--- config.mk ---
export PLATFORM = sky130hd
export DESIGN_NAME = dmem_ctl
export DESIGN_NICKNAME = d
export VERILOG_FILES = /design/src/rtl/dmem_ctl.sv
export SDC_FILE = /design/constraint.sdc
export NUM_CORES = 1
export LEC_CHECK = 0
export ABC_AREA = 1
export CAP_MARGIN = 20
export CORE_MARGIN = 5
export CORE_UTILIZATION = 30
export CTS_CLUSTER_DIAMETER = 60
export DETAILED_ROUTE_END_ITERATION = 7
export SKIP_CTS_REPAIR_TIMING = 1
export SLEW_MARGIN = 25
export SYNTH_ARGS = -nofsm -noshare
export SYNTH_HDL_FRONTEND = slang
export SYNTH_SLANG_ARGS = --single-unit
--- constraint.sdc ---
create_clock -name clk -period 1.5 [get_ports clk]
set_input_delay 0.15 -clock clk [delete_from_list [all_inputs] [get_ports clk]]
set_output_delay 0.15 -clock clk [all_outputs]
set_load 0.02 [all_outputs]
--- src/rtl/dmem_ctl.sv ---
// Memory-stage control: turns load/store requests into byte-lane RAM writes and
// extends synchronous RAM read data. Optional misalignment trap: DMEM_MISALIGN_TRAP_EN.
module dmem_ctl #(
   parameter int          ADDR_W = 32,
   parameter logic [31:0] DEF_LD = 32'h0000_0000
) (
   input  logic              clk,
   input  logic              rst,
   input  logic              req_valid,
   input  logic [2:0]        req_op,
   input  logic [ADDR_W-1:0] req_addr,
   input  logic [31:0]       req_wdata,
   output logic [3:0]        mem_wren,
   output logic [31:0]       mem_din,
   output logic [ADDR_W-1:0] mem_addr,
   input  logic [31:0]       mem_dout,
   output logic              ld_valid,
   output logic [31:0]       ld_data,
   output logic              exc_pulse,
   output logic [ADDR_W-1:0] exc_addr
);

   localparam logic [2:0] OP_LB  = 3'd0;
   localparam logic [2:0] OP_LBU = 3'd1;
   localparam logic [2:0] OP_LH  = 3'd2;
   localparam logic [2:0] OP_LHU = 3'd3;
   localparam logic [2:0] OP_LW  = 3'd4;
   localparam logic [2:0] OP_SB  = 3'd5;
   localparam logic [2:0] OP_SH  = 3'd6;
   localparam logic [2:0] OP_SW  = 3'd7;

   typedef enum logic {IDLE, RESP} state_t;

   state_t            state_q, state_d;
   logic [2:0]        op_q, op_d;
   logic [1:0]        off_q, off_d;
   logic [ADDR_W-1:0] addr_q, addr_d;
   logic [31:0]       ld_hold_q, ld_hold_d;

   logic       is_load, mis_raw, mis, ld_go;
   logic [1:0] off;
   logic [7:0] byte_sel;
   logic [15:0] half_sel;
   logic [31:0] ext;

   // Offset is always size-aligned; with the trap enabled the misaligned
   // request is suppressed anyway, so one path serves both builds.
   always_comb begin
      is_load = (req_op <= OP_LW);
      mis_raw = 1'b0;
      off     = req_addr[1:0];
      case (req_op)
         OP_LH, OP_LHU, OP_SH: begin
            mis_raw = req_addr[0];
            off     = {req_addr[1], 1'b0};
         end
         OP_LW, OP_SW: begin
            mis_raw = |req_addr[1:0];
            off     = 2'b00;
         end
         default: ;
      endcase
`ifdef DMEM_MISALIGN_TRAP_EN
      mis = mis_raw;
`else
      mis = 1'b0;
`endif
      ld_go = req_valid && is_load && !mis;
   end

   always_comb begin
      mem_din  = req_wdata;
      mem_wren = 4'b0000;
      case (req_op)
         OP_SB: begin
            mem_din  = {4{req_wdata[7:0]}};
            mem_wren = 4'b1000 >> off;
         end
         OP_SH: begin
            mem_din  = {2{req_wdata[15:0]}};
            mem_wren = off[1] ? 4'b0011 : 4'b1100;
         end
         OP_SW: mem_wren = 4'b1111;
         default: ;
      endcase
      if (!req_valid || mis || rst)
         mem_wren = 4'b0000;
      addr_d   = req_valid ? req_addr : addr_q;
      mem_addr = addr_d;
   end

   // Big-endian lane extraction from the word returned this cycle.
   always_comb begin
      case (off_q)
         2'd0:    byte_sel = mem_dout[31:24];
         2'd1:    byte_sel = mem_dout[23:16];
         2'd2:    byte_sel = mem_dout[15:8];
         default: byte_sel = mem_dout[7:0];
      endcase
      half_sel = off_q[1] ? mem_dout[15:0] : mem_dout[31:16];
      case (op_q)
         OP_LB:   ext = {{24{byte_sel[7]}}, byte_sel};
         OP_LBU:  ext = {24'd0, byte_sel};
         OP_LH:   ext = {{16{half_sel[15]}}, half_sel};
         OP_LHU:  ext = {16'd0, half_sel};
         default: ext = mem_dout;
      endcase
   end

   // Reset during RESP kills the response in that same cycle.
   always_comb begin
      state_d   = ld_go ? RESP : IDLE;
      op_d      = ld_go ? req_op : op_q;
      off_d     = ld_go ? off : off_q;
      ld_valid  = (state_q == RESP) && !rst;
      ld_hold_d = ld_valid ? ext : ld_hold_q;
      ld_data   = ld_hold_d;
   end

   always_ff @(posedge clk) begin
      if (rst) begin
         state_q   <= IDLE;
         op_q      <= OP_LW;
         off_q     <= 2'b00;
         addr_q    <= '0;
         ld_hold_q <= DEF_LD;
      end else begin
         state_q   <= state_d;
         op_q      <= op_d;
         off_q     <= off_d;
         addr_q    <= addr_d;
         ld_hold_q <= ld_hold_d;
      end
   end

`ifdef DMEM_MISALIGN_TRAP_EN
   logic              exc_pulse_q, exc_pulse_d;
   logic [ADDR_W-1:0] exc_addr_q, exc_addr_d;

   always_comb begin
      exc_pulse_d = req_valid && mis;
      exc_addr_d  = exc_pulse_d ? req_addr : exc_addr_q;
   end

   always_ff @(posedge clk) begin
      if (rst) begin
         exc_pulse_q <= 1'b0;
         exc_addr_q  <= '0;
      end else begin
         exc_pulse_q <= exc_pulse_d;
         exc_addr_q  <= exc_addr_d;
      end
   end

   assign exc_pulse = exc_pulse_q;
   assign exc_addr  = exc_addr_q;
`else
   logic unused_mis;
   assign unused_mis = mis_raw;
   assign exc_pulse  = 1'b0;
   assign exc_addr   = '0;
`endif

endmodule
==> impl_metrics.env <==
export IMPL_cts_buffers=9
export IMPL_die_h_um=131
export IMPL_cts_tree="yes"
export IMPL_intPower_mw=4.63
export IMPL_clk_latency_ns=0.34
export IMPL_final_max_slew_viol_count=0
export IMPL_skew_ns=0.00592
export IMPL_via_per_inst=4.41
export IMPL_status="finished, violations left"
export IMPL_fmax_mhz=555
export IMPL_detailed_place_hpwl_mm=11.5
export IMPL_violations="negative setup slack"
export IMPL_reg2reg_slack_ns=0.03
export IMPL_initial_core_util_pct=30.4
export IMPL_drt_iter0_markers=250
export IMPL_portBuffers=202
export IMPL_coreArea_um2=14400
export IMPL_hold_violations=0
export IMPL_path_buf_inv=4
export IMPL_syn_to_final_growth_pct=78.5
export IMPL_yosys_warnings=0
export IMPL_total_power_mw=6.51
export IMPL_grt_max_degree=58
export IMPL_grt_pass1_vias=4580
export IMPL_place_congestion=0.867
export IMPL_fin_area_um2=7830
export IMPL_clockPowerShare_pct=39.1
export IMPL_drive_above_1_share_pct=31.7
export IMPL_whs_ns=0.252
export IMPL_sw_frac_of_total_pct=28.9
export IMPL_dr_pass1_iters=4
export IMPL_critPathMostFrequentCell="nand2_1"
export IMPL_place_area_um2=6970
export IMPL_cp_slowest_stage_delay_ns=0.33
export IMPL_crit_required_ns=1.35
export IMPL_hold_path_class="in -> reg"
export IMPL_yosysSeqAreaShare_pct=31.9
export IMPL_worstSetupPathType="reg -> out"
export IMPL_die_area_um2=17100
export IMPL_cp_cell_sequence="inv_2 > nor2_4 > buf_6 > o21ai_0 > nor2_1 > nand2_1 > nand2_1 > inv_1 > clkbuf_2"
export IMPL_period_minus_slack_ns=1.80
export IMPL_rows=44
export IMPL_cts_root_buf="clkbuf_16"
export IMPL_h_tree_depth=3
export IMPL_power_leakage_nw=4.32
export IMPL_wl_met2_mm=7.23
export IMPL_path_max_fanout=7
export IMPL_via_count=5084
export IMPL_grt_usage_pct=16.9
export IMPL_die_w_um=131
export IMPL_power_frac_comb_pct=30.3
export IMPL_avgSynthCellArea_um2=6.49
export IMPL_rsz0062_at_grt="yes"
export IMPL_antenna_found_initial=3
export IMPL_arrival_ns=1.65
export IMPL_grt_pass1_wl_mm=22.8
export IMPL_path_delay_family="simple AND/OR/NAND/NOR gates"
export IMPL_syn_instance_count=676
export IMPL_worstMarginPinSlew_ns=0.647
export IMPL_yosysUniqueCellTypes=30
export IMPL_layout_nets=1064
export IMPL_fill_cells=1456
export IMPL_p_per_area_nw_per_um2=831
export IMPL_cts_clk_slew_worst_paths_ns=0.05
export IMPL_syn_area_um2=4390
export IMPL_drc=0
export IMPL_setup_slack_ns=-0.302
export IMPL_cp_slowest_cell="dfxtp_2"
export IMPL_drt_met1_wl_mm=6.24
export IMPL_top_layer_used="met5"
export IMPL_avgRoutedWirePerCell_um=13.5
export IMPL_start_kind="flop"
export IMPL_slew_headroom_pct=56.8
export IMPL_finalCritPeriodShare_pct=120
export IMPL_peakVddDrop_mv=0.676
export IMPL_cp_end_kind="output pin"
export IMPL_cap_violations=0
export IMPL_setup_violations_final=32
export IMPL_ys_seq_elements=70
export IMPL_pwr_share_seq_pct=30.6
export IMPL_clock_sinks=70
export IMPL_p_sw_mw=1.88
export IMPL_wl_met3_mm=1.85
export IMPL_antenna_left=0
export IMPL_io_pins=236
export IMPL_gr_total_overflow=0
export IMPL_clockBufferDepth=2
export IMPL_wirelength_mm=15.5
[path summary, 6_finish.rpt]
path	from	endpoint	cells past startpoint
worst max-delay path	state_q	ld_data[11]	9
worst min-delay path	rst	ld_hold_q[29]	3
worst max register to register	state_q	ld_hold_q[6]	10
worst min register to register	addr_q[6]	addr_q[6]	2
[state kept, by name, summed over array words and instances, names as in the netlist]
signal     flops
off_q          2
op_q           3
state_q        1
ld_hold_q     32
addr_q        32
[placed cells by master, fill, tap and decap left out, drive strengths merged]
master,Yosys,routed
a21oi,70,70
nor2,49,49
inv,77,78
bufinv,0,3
nor3,1,1
clkbuf,12,36
diode,0,1
nand2,211,212
clkdlybuf4s50,0,101
clkinvlp,0,2
nand3b,1,1
nand4,2,2
buf,62,143
or2,25,25
nand3,43,43
o211ai,1,1
o21ai,43,43
dfxtp,70,70
mux2,8,8
dlymetal6s2s,0,46
conb,1,33
[kinds of logic (layout without fill, tap and decap cells)]
kind of cell | Yosys count | count (layout) | synth area share [%]
compound gates | 114 | 114 | 13.1
mux | 8 | 8 | 2.22
buf+inv | 151 | 409 | 19.1
simple gates | 332 | 333 | 33.6
other cells | 1 | 34 | 0.0855
flops | 70 | 70 | 31.9
[power groups by stage]
stage                     Combinational [mW]  Clock [mW]  Sequential (mW)
final                                   1.97        2.55             1.99
after global routing                    2.13        2.69             2.00
after CTS                               1.91        2.61             1.99
after detailed placement                1.90           0             2.03
after global placement                  1.90           0             2.03
after floorplan                        0.994           0             2.02
[cells in the mapped netlist (all sizes together)]
| cell | instances | share of area [%] |
|---|---|---|
| nand2 | 211 | 18 |
| inv | 77 | 6.7 |
| a21oi | 70 | 8.0 |
| dfxtp | 70 | 32 |
| buf | 62 | 11 |
| nor2 | 49 | 4.5 |
| nand3 | 43 | 6.6 |
| o21ai | 43 | 4.9 |
| or2 | 25 | 3.6 |
| clkbuf | 12 | 1.7 |
| mux2 | 8 | 2.2 |
| nand4 | 2 | 0.29 |
| conb | 1 | 0.085 |
| nand3b | 1 | 0.17 |
| nor3 | 1 | 0.23 |
| o211ai | 1 | 0.17 |
[worst min-delay path: stages]
cell	delay, ns
buf_2	0.15
buf_4	0.20
nor2_2	0.05
[layout make-up]
class	count	area, um^2	share of cell area [%]
repair buffers	315	3050	38.9
multi-input cells	488	2470	31.6
flip-flops and latches	70	1410	18.0
inverters	77	297	3.79
clock buffers	11	253	3.23
well taps	184	230	2.94
clock inverters	5	105	1.34
repair inverters	1	8.76	0.112
diodes	1	2.50	0.0320
[per-stage QoR]
stage                     worst slack [ns]  util, %  instances  setup TNS (ns)
after floorplan                      0.142        -        708               0
final                               -0.302     54.3       1152           -7.48
after global placement              -0.691     48.3       1115          -51.35
after CTS                           -0.880     50.8       1131          -58.48
after detailed placement            -0.708     48.3       1115          -52.64
after global routing                -0.424     54.3       1152          -10.83
[routing by layer]
metal | up-vias | track usage (%)
met5 | - | 0
met4 | 4 | 3.75
met3 | 21 | 9.07
met2 | 175 | 26.5
met1 | 2259 | 20.4
li1 | 2625 | -
No activity file was read; power rests on OpenSTA's default activity.
